File: config.mk
export PLATFORM = sky130hd
export DESIGN_NAME = sipo_piso_regif
export DESIGN_NICKNAME = d
export VERILOG_FILES = /design/src/rtl/sipo_piso_regif_pkg.sv /design/src/rtl/sipo_piso_regfile.sv /design/src/rtl/sipo_piso_regif.sv
export SDC_FILE = /design/constraint.sdc
export NUM_CORES = 1
export LEC_CHECK = 0
export BUFFER_PORTS_ARGS = -buffer_cell sky130_fd_sc_hd__buf_2
export CORE_ASPECT_RATIO = 1.25
export CORE_MARGIN = 2
export CORE_UTILIZATION = 58
export CTS_CLUSTER_SIZE = 16
export DETAILED_ROUTE_END_ITERATION = 10
export HOLD_SLACK_MARGIN = 0.12
export PLACE_DENSITY = 0.86
export SLEW_MARGIN = 40
export SYNTH_ARGS = -nofsm -noshare
export SYNTH_HDL_FRONTEND = slang
export SYNTH_SLANG_ARGS = --single-unit
File: constraint.sdc
create_clock -name clk -period 3.3 [get_ports clk]
set_input_delay 0.33 -clock clk [delete_from_list [all_inputs] [get_ports clk]]
set_output_delay 0.33 -clock clk [all_outputs]
set_load 0.1 [all_outputs]
File: src/rtl/sipo_piso_regif_pkg.sv
// Shared sizing constants and FSM state encoding for the serial register-file slave.
package sipo_piso_regif_pkg;

  localparam int ADDR_WIDTH = 5;
  localparam int REG_WIDTH  = 8;
  localparam int NUM_RW     = 9;
  localparam int NUM_RO     = 8;
  localparam int FRAME_LEN  = ADDR_WIDTH + REG_WIDTH;
  localparam int CNT_WIDTH  = 4;

  typedef enum logic [1:0] {
    IDLE,
    WRITE,
    READ_ADDR,
    READ_DATA
  } state_e;

endpackage

File: src/rtl/sipo_piso_regfile.sv
// Writable register bank plus the read mux over writable and read-only registers.
module sipo_piso_regfile
  import sipo_piso_regif_pkg::*;
(
  input  logic                         clk,
  input  logic                         rst,
  input  logic                         we,
  input  logic [ADDR_WIDTH-1:0]        waddr,
  input  logic [REG_WIDTH-1:0]         wdata,
  input  logic [ADDR_WIDTH-1:0]        raddr,
  input  logic [NUM_RO*REG_WIDTH-1:0]  ro_regs,
  output logic [NUM_RW*REG_WIDTH-1:0]  rw_regs,
  output logic [REG_WIDTH-1:0]         rdata
);

  logic [NUM_RW-1:0][REG_WIDTH-1:0] regs_q, regs_d;

  // Addresses at or above NUM_RW match no entry, so such writes drop naturally.
  always_comb begin
    regs_d = regs_q;
    for (int i = 0; i < NUM_RW; i++) begin
      if (we && waddr == ADDR_WIDTH'(i)) regs_d[i] = wdata;
    end
  end

  // NOTE: this bank must come up as zero, so it is a flop array with reset rather than a RAM.
  always_ff @(posedge clk or negedge rst) begin
    if (!rst) regs_q <= '0;
    else      regs_q <= regs_d;
  end

  // NOTE: rdata is defaulted before the loops so unmatched addresses read 0 and no latch forms.
  always_comb begin
    rdata = '0;
    for (int i = 0; i < NUM_RW; i++) begin
      if (raddr == ADDR_WIDTH'(i)) rdata = regs_q[i];
    end
    for (int m = 0; m < NUM_RO; m++) begin
      if (raddr == ADDR_WIDTH'(NUM_RW + m)) rdata = ro_regs[m*REG_WIDTH +: REG_WIDTH];
    end
  end

  assign rw_regs = regs_q;

endmodule

File: src/rtl/sipo_piso_regif.sv
// Serial register-file slave: strobe-framed LSB-first writes and reads over din/dout.
module sipo_piso_regif
  import sipo_piso_regif_pkg::*;
(
  input  logic                         clk,
  input  logic                         rst,
  input  logic                         strobe,
  input  logic                         wr_en,
  input  logic                         din,
  output logic                         dout,
  output logic                         rw_flag,
  output logic [NUM_RW*REG_WIDTH-1:0]  rw_regs,
  input  logic [NUM_RO*REG_WIDTH-1:0]  ro_regs
);

  state_e                 state_q, state_d;
  logic [CNT_WIDTH-1:0]   cnt_q, cnt_d;
  logic [FRAME_LEN-2:0]   sr_q, sr_d;
  logic [REG_WIDTH-1:0]   out_sr_q, out_sr_d;
  logic                   dout_q, dout_d;
  logic                   rw_flag_q, rw_flag_d;

  logic                   we;
  logic [FRAME_LEN-1:0]   wr_word;
  logic [ADDR_WIDTH-1:0]  raddr;
  logic [REG_WIDTH-1:0]   rdata;

  // Bits enter at the MSB and drift down, so the last bit of a frame is still on din.
  assign wr_word = {din, sr_q};
  assign raddr   = {din, sr_q[FRAME_LEN-2 -: ADDR_WIDTH-1]};

  sipo_piso_regfile u_regfile (
    .clk     (clk),
    .rst     (rst),
    .we      (we),
    .waddr   (wr_word[FRAME_LEN-1 -: ADDR_WIDTH]),
    .wdata   (wr_word[REG_WIDTH-1:0]),
    .raddr   (raddr),
    .ro_regs (ro_regs),
    .rw_regs (rw_regs),
    .rdata   (rdata)
  );

  always_comb begin
    state_d   = state_q;
    cnt_d     = cnt_q;
    sr_d      = sr_q;
    out_sr_d  = out_sr_q;
    dout_d    = dout_q;
    rw_flag_d = rw_flag_q;
    we        = 1'b0;

    unique case (state_q)
      WRITE: begin
        sr_d  = {din, sr_q[FRAME_LEN-2:1]};
        cnt_d = cnt_q + 1'b1;
        if (cnt_q == CNT_WIDTH'(FRAME_LEN - 1)) begin
          we      = 1'b1;
          cnt_d   = '0;
          state_d = IDLE;
        end
      end
      READ_ADDR: begin
        sr_d  = {din, sr_q[FRAME_LEN-2:1]};
        cnt_d = cnt_q + 1'b1;
        if (cnt_q == CNT_WIDTH'(ADDR_WIDTH - 1)) begin
          out_sr_d = rdata;
          dout_d   = rdata[0];
          cnt_d    = '0;
          state_d  = READ_DATA;
        end
      end
      READ_DATA: begin
        if (cnt_q == CNT_WIDTH'(REG_WIDTH - 1)) begin
          dout_d  = 1'b0;
          cnt_d   = '0;
          state_d = IDLE;
        end else begin
          out_sr_d = out_sr_q >> 1;
          dout_d   = out_sr_q[1];
          cnt_d    = cnt_q + 1'b1;
        end
      end
      default: ;
    endcase

    // A strobe restarts framing from any state and cancels a commit on the same edge.
    if (strobe) begin
      we        = 1'b0;
      cnt_d     = '0;
      rw_flag_d = wr_en;
      dout_d    = 1'b0;
      state_d   = wr_en ? WRITE : READ_ADDR;
    end
  end

  // NOTE: sequential state uses non-blocking assignments so every flop samples pre-edge values.
  always_ff @(posedge clk or negedge rst) begin
    if (!rst) begin
      state_q   <= IDLE;
      cnt_q     <= '0;
      sr_q      <= '0;
      out_sr_q  <= '0;
      dout_q    <= 1'b0;
      rw_flag_q <= 1'b0;
    end else begin
      state_q   <= state_d;
      cnt_q     <= cnt_d;
      sr_q      <= sr_d;
      out_sr_q  <= out_sr_d;
      dout_q    <= dout_d;
      rw_flag_q <= rw_flag_d;
    end
  end

  assign dout    = dout_q;
  assign rw_flag = rw_flag_q;

endmodule

==> impl_metrics.json <==
{
  "status": "complete, no violations",
  "netlist_instances": 555,
  "synth_flop_cell": "dfrtp_1",
  "grtUsageMet3_pct": 7.31,
  "ys_ff_latch": 99,
  "crit_path_end_kind": "flip-flop",
  "syn-num-nets": 629,
  "pin_count": 143,
  "slew_violations": 0,
  "finalCritPeriodShare_pct": 82.8,
  "yosysSeqAreaShare_pct": 43.7,
  "path_clk_slew_ns": 0.07,
  "rsz0062_at_grt": "false",
  "yosysUniqueCellTypes": 65,
  "vias_per_cell": 6.63,
  "hold_buffers": 1,
  "total_power_w": 0.00389,
  "place.gp.congestion": 0.948,
  "insertion_delay_ns": 0.35,
  "gr-usage-met1_pct": 44.0,
  "antenna_found_initial": 0,
  "p_per_area_nw_per_um2": 573,
  "drive_gt1_share_pct": 38.7,
  "tightest_slew_ns": 0.756,
  "cts-resized-gates": 0,
  "hold_path_class": "in -> reg",
  "multi_input_area_um2": 2950,
  "ys_warn_count": 0,
  "chipWidth_um": 92.5,
  "grt_pass1_vias": 5353,
  "fill_cells": 726,
  "hold_violations": 0,
  "drc": 0,
  "cts-buffers-inserted": 9,
  "syn_area_per_cell_um2": 10.2,
  "ir_drop_uv": 385,
  "coreArea_um2": 9560,
  "start_kind": "flip-flop",
  "grt_max_degree": 75,
  "yosysMostFrequentCell": "dfrtp_1",
  "drtIter0Drc": 518,
  "clock-sinks": 99,
  "skew_ns": 0.00703,
  "initial_core_util_pct": 59.4,
  "drv_cap": 0,
  "cp.required_ns": 3.52,
  "num_antenna_cells": 0,
  "fin_nets": 756,
  "post-cts-setup-buffers": 0,
  "port-buffer-count": 142,
  "crit_type": "reg -> reg",
  "die-area_um2": 10600,
  "grt.busiest_layer": "met2",
  "grt.overflow.total": 0,
  "avgRoutedWirePerCell_um": 22.9,
  "finalCriticalPeriod_ns": 2.73,
  "worstPathMaxFanout": 23,
  "grt_pass1_wl_um": 28500,
  "rows": 40,
  "slew_headroom_pct": 48.9,
  "dr_total_vias": 5391,
  "setup_viol": 0,
  "drt_wl_total_um": 18700,
  "worst_ep_arrival_time_ns": 2.95,
  "max_freq_ghz": 0.366,
  "p_leak_nw": 3.34,
  "first_pass_iters": 7,
  "detailed_place_hpwl_um": 13700,
  "die_y_um": 115,
  "yosys.area.top_type_share_pct": 43.7,
  "track_usage_pct": 35.4,
  "regArea_um2": 2480,
  "synth_top_cell_by_area": "dfrtp_1",
  "cts.htree.levels": 3,
  "syn-cell-area_um2": 5670,
  "cts_root_buf": "clkbuf_16",
  "async_reset_ff_share_pct": 100,
  "cts_max_path_buffers": 2,
  "final_antenna_net_count": 0,
  "fin_setup_tns_ns": 0,
  "synth.area.top_cells": "dfrtp_1 44%, mux2_2 16%, o21ai_0 3.3%, nor2_1 2.6%, nand2_1 2.5%",
  "use_met2_pct": 58.3,
  "synth_common_cells": "99 x dfrtp_1, 81 x mux2_2, 40 x nor2_1, 38 x nand2_1, 37 x o21ai_0",
  "area_growth_syn_to_layout_pct": 19.4,
  "synth_edf_count": 0,
  "cts_tree": "built"
}
==> cells in the final DEF (no fill, tap or decap), types with 4 or more instances in the layout <==
master / Yosys / routed
nor2_1: 40 / 40
nor2b_1: 6 / 6
nor3b_1: 4 / 4
clkbuf_16: 0 / 9
a21o_1: 4 / 4
nand3_1: 9 / 9
inv_1: 17 / 17
a22oi_1: 11 / 11
a32oi_1: 5 / 5
a22o_1: 6 / 6
buf_2: 17 / 141
ha_1: 5 / 5
buf_4: 1 / 11
nor3_1: 12 / 12
a31oi_1: 4 / 4
nand4_1: 4 / 4
mux2i_1: 13 / 13
o22ai_1: 16 / 16
o21ai_0: 37 / 37
dfrtp_1: 99 / 99
a222oi_1: 5 / 5
nand2b_1: 8 / 8
nand2_1: 38 / 38
mux2_2: 81 / 81
o32ai_1: 4 / 4
nor2_2: 5 / 5
a21oi_1: 17 / 17
o221ai_1: 4 / 4
==> worst max-delay path, stage by stage, from the launching register on <==
cell and delay, ns:
dfrtp_1 0.85, or3_1 0.44, nor3_1 0.09, o32ai_1 0.46, nand4_1 0.21, a221oi_1 0.41
o21ai_0 0.14
==> state kept, by name (all words and copies together) (netlist names) <==
register / count
cnt_q: 4
dout: 1
out_sr_q: 7
state_q: 2
rw_flag: 1
u_regfile.rw_regs: 72
sr_q: 12
==> area by class of cell <==
type                    count  area share (%)
clock buffers               9            3.32
clock inverters             7            1.37
inverters                  17           0.942
multi-input cells         401            43.5
flip-flops and latches     99            36.6
well taps                 126            2.33
repair buffers            154            11.9
==> through the flow <==
step	setup WS [ns]	hold slack, ns	utilization [%]	instance area, um2	std cells
2_1_floorplan	1.09	0.0344	-	5670	555
3_3_place_gp	0.748	0.476	67.4	6440	796
3_5_place_dp	0.659	0.400	67.5	6450	796
4_1_cts	0.622	0.238	70.9	6780	813
5_1_grt	0.486	0.256	70.9	6780	813
6_report	0.567	0.241	70.9	6780	813
==> kinds of logic (layout without fill, tap and decap cells) <==
logic type | count (synthesis) | in the layout | share of synthesized area (%)
AND/OR/NAND/NOR | 157 | 157 | 15.0
multiplexers | 94 | 94 | 18.4
AO/OA/AOI/OAI | 145 | 145 | 17.6
adder cells (fa/ha/maj) | 5 | 5 | 1.10
buffers and inverters | 55 | 187 | 4.34
flip-flops | 99 | 99 | 43.7
==> worst paths after layout <==
path                       cells after the start                    end  slack (ns)        start
min reg2reg                                    2            out_sr_q[2]        0.51  out_sr_q[2]
min in group asynchronous                      2            out_sr_q[2]        0.53          rst
min                                            3             state_q[0]        0.24        wr_en
max reg2reg                                    6            out_sr_q[3]        0.57     sr_q[11]
max                                            6            out_sr_q[3]        0.57     sr_q[11]
max in group asynchronous                      3  u_regfile.rw_regs[18]        2.04          rst
==> report_power, final <==
group	total [W]	internal, W	switching [W]
logic	0.00124	0.000446	0.000792
registers	0.00153	0.00129	0.000238
clock network	0.00112	0.000609	0.000508
==> layer usage <==
| metal | vias to the layer above | share of wire (%) |
|---|---|---|
| met2 | 380 | 49 |
| met3 | 91 | 9.1 |
| met1 | 2586 | 37 |
| met4 | 0 | 4.9 |
| li1 | 2334 | - |
| met5 | - | 0 |
(Power assumes the default switching activity.)
